### src/rtl/mult_control_n.sv
// Controller for an A_SLICES x B_SLICES nibble-slice multiply sequenced
// through one shared 4x4 multiplier, shifter and accumulator.
// Adds a busy/done handshake, abort-to-error reporting and restart from any
// non-busy state.
module mult_control_n #(
    parameter int unsigned A_SLICES = 2,
    parameter int unsigned B_SLICES = 2,
    localparam int unsigned AW  = (A_SLICES > 1) ? $clog2(A_SLICES) : 1,
    localparam int unsigned BW  = (B_SLICES > 1) ? $clog2(B_SLICES) : 1,
    localparam int unsigned SW  = ((A_SLICES + B_SLICES - 1) > 1) ?
                                  $clog2(A_SLICES + B_SLICES - 1) : 1,
    localparam int unsigned NPP = A_SLICES * B_SLICES
) (
    input  logic          clk,
    input  logic          reset_a,
    input  logic          start,
    output logic [AW-1:0] a_sel,
    output logic [BW-1:0] b_sel,
    output logic [SW-1:0] shift_sel,
    output logic [2:0]    state_out,
    output logic          clk_ena,
    output logic          sclr_n,
    output logic          busy,
    output logic          done,
    output logic          err
);

    typedef enum logic [2:0] {
        S_IDLE   = 3'd0,
        S_CALC   = 3'd1,
        S_FINISH = 3'd2,
        S_ERR    = 3'd3
    } state_t;

    localparam logic [AW-1:0] I_LAST = AW'(A_SLICES - 1);
    localparam logic [BW-1:0] J_LAST = BW'(B_SLICES - 1);

    state_t        state_q, state_d;
    logic [AW-1:0] i_q, i_d;
    logic [BW-1:0] j_q, j_d;
    logic          accept;
    logic          i_wrap;
    logic          last_pp;

    // Start is masked while reset is held so the Mealy outputs stay at reset values.
    assign accept  = start && !reset_a;
    assign i_wrap  = (i_q == I_LAST);
    assign last_pp = i_wrap && (j_q == J_LAST);
    assign state_out = 3'(state_q);

    // State and slice-counter registers.
    always_ff @(posedge clk or posedge reset_a) begin
        if (reset_a) begin
            state_q <= S_IDLE;
            i_q     <= AW'(0);
            j_q     <= BW'(0);
        end else begin
            state_q <= state_d;
            i_q     <= i_d;
            j_q     <= j_d;
        end
    end

    // Next-state, counter stepping and output decode.
    always_comb begin
        state_d   = state_q;
        i_d       = i_q;
        j_d       = j_q;
        a_sel     = AW'(0);
        b_sel     = BW'(0);
        shift_sel = SW'(0);
        clk_ena   = 1'b0;
        sclr_n    = 1'b1;
        busy      = 1'b0;
        done      = 1'b0;
        err       = 1'b0;

        case (state_q)
            S_IDLE: begin
                if (accept) begin
                    state_d = S_CALC;
                    i_d     = AW'(0);
                    j_d     = BW'(0);
                    clk_ena = 1'b1;
                    sclr_n  = 1'b0;
                end
            end

            S_CALC: begin
                busy      = 1'b1;
                clk_ena   = 1'b1;
                a_sel     = i_q;
                b_sel     = j_q;
                shift_sel = SW'(i_q) + SW'(j_q);
                if (start) begin
                    // Abort: the current product still loads, the result is void.
                    state_d = S_ERR;
                    i_d     = AW'(0);
                    j_d     = BW'(0);
                end else if (last_pp) begin
                    state_d = S_FINISH;
                    i_d     = AW'(0);
                    j_d     = BW'(0);
                end else if (i_wrap) begin
                    i_d = AW'(0);
                    j_d = BW'(j_q + BW'(1));
                end else begin
                    i_d = AW'(i_q + AW'(1));
                end
            end

            S_FINISH: begin
                done = 1'b1;
                if (accept) begin
                    state_d = S_CALC;
                    i_d     = AW'(0);
                    j_d     = BW'(0);
                    clk_ena = 1'b1;
                    sclr_n  = 1'b0;
                end
            end

            S_ERR: begin
                err = 1'b1;
                if (accept) begin
                    state_d = S_CALC;
                    i_d     = AW'(0);
                    j_d     = BW'(0);
                    clk_ena = 1'b1;
                    sclr_n  = 1'b0;
                end
            end

            default: begin
                state_d = S_IDLE;
                i_d     = AW'(0);
                j_d     = BW'(0);
            end
        endcase
    end

endmodule

### config.mk
export PLATFORM = sky130hd
export DESIGN_NAME = mult_control_n
export DESIGN_NICKNAME = d
export VERILOG_FILES = /design/src/rtl/mult_control_n.sv
export SDC_FILE = /design/constraint.sdc
export NUM_CORES = 1
export LEC_CHECK = 0
export ABC_AREA = 1
export BUFFER_PORTS_ARGS = -buffer_cell sky130_fd_sc_hd__buf_4
export CAP_MARGIN = 20
export CORE_AREA = 2 2 39 41
export DETAILED_ROUTE_END_ITERATION = 10
export DIE_AREA = 0 0 41 43
export GPL_ROUTABILITY_DRIVEN = 0
export PLACE_DENSITY_LB_ADDON = 0.15
export SYNTH_ARGS = -nofsm -noshare
export SYNTH_HDL_FRONTEND = slang
export SYNTH_SLANG_ARGS = --single-unit
### constraint.sdc
create_clock -name clk -period 1.4 [get_ports clk]
set_clock_uncertainty 0.15 [all_clocks]
set_input_delay 0.28 -clock clk [delete_from_list [all_inputs] [get_ports clk]]
set_output_delay 0.28 -clock clk [all_outputs]
set_load 0.03 [all_outputs]
# Word level (Yosys, flattened, before mapping)
# Cells that the tools add are included.
# op_classes
reduce_logical	7
n_mux	23
add_sub_neg	3
n_eq_ne	6
# ops
operator	count
1-bit two-way mux	15
3-bit two-way mux	3
3-bit by 2-bit == test with 1-bit output, second input constant	2
1-bit one-hot mux with 2 select lines	3
3-bit one-hot mux with 2 select lines	1
4-bit inequality test, second input constant	1
2-bit AND reduction	2
3-bit by 1-bit == test with 1-bit output, second input constant	1
3-bit logical NOT	1
3-bit inequality test, second input constant	1
3-bit OR reduction	1
1-bit adder, second input constant	2
1-bit by 1-bit adder with 2-bit output	1
1-bit logical AND	2
2-bit two-way mux	1
2-bit by 1-bit inequality test with 1-bit output, second input constant	1
1-bit logical NOT	1
# word_totals
regBits	5
elab_cells	42
in_bits	3

# Longest topological paths before layout
# depth
ltp_word	5
depth_mapped	6

# Least setup slack after synthesis
# Ideal clock, no wire load.
# synth_timing
kind	register to output
startpoint	register state_q[1], in the netlist state_out[1]
endpoint	output a_sel
arrival_ps	1211
setup_slack_ps	-241
stages_incl_launch_ff	4
t_required_ps	970
path_cell_list	dfrtp_1 -> inv_1 -> nand2_2 -> nor2_1
# synth_between
elab_chain_cells	2
# synth_lines
item	line_no	source
start: declaration	38	state_t state_q, state_d;
start signal: assignment	58	state_q <= state_d;
3-bit by 1-bit == test with 1-bit output	78	case (state_q)
1-bit two-way mux	78	
end: declaration	17	output logic [AW-1:0] a_sel,
# No other way between the ends.

# Final worst setup path
# layout_timing
startpoint	register j_q
endpoint	output shift_sel[0]
# layout_between
elab_chain_cells	2
# layout_lines
item	line_no	source
start: declaration	40	logic [BW-1:0] j_q, j_d;
start signal: assignment	60	j_q <= j_d;
1-bit by 1-bit adder with 2-bit output	94	shift_sel = SW'(i_q) + SW'(j_q);
2-bit two-way mux	78	
end: declaration	19	output logic [SW-1:0] shift_sel,
# No other way between the ends.

==> impl_results.md <==
* Result of the run: finished, violations left
* Failing checks: negative setup slack
* Final wirelength at 823 um
* Final Critical Period at 1560 ps
* Placed insts at 76
* Max Fanout on Critical Path at 2
* CTS tree: done
* Most common cell after layout, fill and taps aside: sky130_fd_sc_hd__buf_6
* Cell area after synthesis at 289 um2
* Post-layout power at 1.68 mW
* Max-capacitance violation count at 0
* Max Fclk at 0.641 GHz
* Number of ports placed on the die boundary at 15
* Global-route wire length before repair at 1.23 mm
* Height of the chip at 43 um
* Startpoint of the worst-slack reg-to-reg timing path: state_out[0]
* FF-to-FF setup slack at 100 ps
* Setup Viol. Count Final at 9
* Count of input and output buffers at 13
* Pins over their slew limit at 0
* Non-Filler Instances at 86
* Die area at 0.00176 mm2
* Kind of start point of the critical path: flip-flop
* Layout Area Growth over Synthesis at 114%
* Post-route antenna net violation count at 0
* Die width at 41 um
* Final number of hold-violating endpoints at 0
* Worst path arrival time at 1130 ps
* Average footprint of a synthesized cell at 6.72 um2
* Slack of the critical path at -159 ps
* Number of antenna violations at the first check in global routing at 0
* Total global routing overflow at 0
* Remaining DRCs at 0
* Number of register bits inferred by synthesis at 4
* DR vias/cell at 4.08
* Site Rows at 14
* Initial detailed-routing violation count at 6
* Aggregate global-route resource usage at 0.109
* Crit path from: j_q
* Initial cell density of the core at 0.209
* RSZ-0062 raised after global routing: yes
* Post-DP HPWL at 559 um
* Clock Sinks at 4
* Total via count after detailed routing at 351
* Sum Neg Setup Slack at -904 ps
* End of the worst register-to-register path: state_out[0]
* Crit Path Class: reg2out
* Fin crit share at 1.11
* Number of iterations in the first detailed-routing pass at 2
* Req. time, crit path at 970 ps
* Syn nets at 47
* Root Buffer Master: sky130_fd_sc_hd__clkbuf_4
* Antenna diode count at 0
* Top library cells by usage in the layout, fill and taps aside: sky130_fd_sc_hd__buf_6 (12), sky130_fd_sc_hd__buf_4 (10), sky130_fd_sc_hd__nand2_1 (9)
* Number of different library cells in the post-synthesis netlist at 13
* Via count of the first global-routing pass at 329
* Fin nets at 75
* Core area at 0.00138 mm2
* Largest net degree at the start of global routing at 8
* Inserted Clock Buffers at 3
* Total power density per cell area at 2710 mW/mm2
* Worst R2R Path Depth at 8
* Kind of end point of the critical path: output pin
* Skew-Pair Late Insertion Delay at 240 ps
* Wirelength per Cell at 9.57 um
* Worst min-delay path category: in2async
* Leakage at 0.315 nW
* Number of H-tree branching levels at 1
* Max Root-Sink Buffers at 2
* Clock-pin slew on the worst setup and hold paths at 40 ps
* Layout cells sized above 1 at 0.629
* Number of synthesis warnings at 0
* Cells after synthesis at 43
* Fraction of the yosys area taken by sequential cells at 0.346
* Worst vdd rail ir drop at 1200 uV
cells by family after synthesis:
logic type,share of synthesized area
AO/OA/AOI/OAI,0.0519
adder cells (fa/ha/maj),0.0433
buffers and inverters,0.130
flip-flops,0.346
other,0.0130
AND/OR/NAND/NOR,0.416
timing repair:
| action | CTS | global route |
|---|---|---|
| pin swaps | 5 | 2 |
| buffers inserted | 4 | 1 |
| endpoints found under the hold margin | 4 | 0 |
| hold buffers | 1 | 0 |
| endpoints found under the setup margin | 9 | 12 |
| resized for setup | 12 | 12 |
synth_stat cells (all sizes together):
library cell | number | area (um2)
nand2 | 14 | 67.6
buf | 1 | 7.51
dfrtp | 4 | 100
nand3 | 3 | 15.0
o21ai | 3 | 15.0
inv | 8 | 30.0
ha | 1 | 12.5
nor2 | 8 | 37.5
conb | 1 | 3.75
layout make-up:
class | instances | area (um2)
Fill cell | 147 | 764
Inverter | 8 | 32.5
Clock buffer | 4 | 26.3
Tap cell | 16 | 20.0
Multi-Input combinational cell | 30 | 195
Timing Repair Buffer | 24 | 243
Sequential cell | 4 | 103
where the power goes:
group | internal (mW) | leakage [nW] | switching (mW)
sequential | 0.181 | 0.0479 | 0.0498
clock | 0.107 | 0.0150 | 0.0512
combinational | 0.585 | 0.253 | 0.701
total | 0.873 | 0.315 | 0.803
metrics by stage:
| step | hold slack [ps] | setup WS (ps) | util | cell area, um2 |
|---|---|---|---|---|
| finish | 128 | -159 | 0.448 | 619 |
| global route | 160 | -219 | 0.448 | 619 |
| CTS | 159 | -175 | 0.401 | 556 |
| detailed placement | 158 | 42.5 | 0.325 | 449 |
| global placement | 156 | 37.2 | 0.325 | 449 |
| floorplan | -81.3 | -61.4 | - | 302 |
per-layer routing:
layer  track usage  wire length (um)  vias to the layer above
met5             0                 0                        -
met4        0.0600                19                        0
met3        0.0471                33                        2
li1              -                 -                      180
met1         0.104               333                      157
met2         0.181               437                       12
how the worst max path moves through the flow:
stage	depth (start not counted)	slack (ps)	end
global placement	4	40	shift_sel[0]
global route	4	-220	shift_sel[0]
detailed placement	4	40	shift_sel[0]
finish	4	-160	shift_sel[0]
CTS	4	-170	shift_sel[0]
floorplan	3	-60	sclr_n
sequential cells by signal, summed over array words and instances (netlist names):
register and flops:
state_out 2, i_q 1, j_q 1
critical path: stages, from the launching register on:
cell	delay (ps)
sky130_fd_sc_hd__dfrtp_1	370
sky130_fd_sc_hd__ha_1	270
sky130_fd_sc_hd__inv_1	40
sky130_fd_sc_hd__nor2_2	80
sky130_fd_sc_hd__buf_6	140
(Power assumes the default switching activity.)
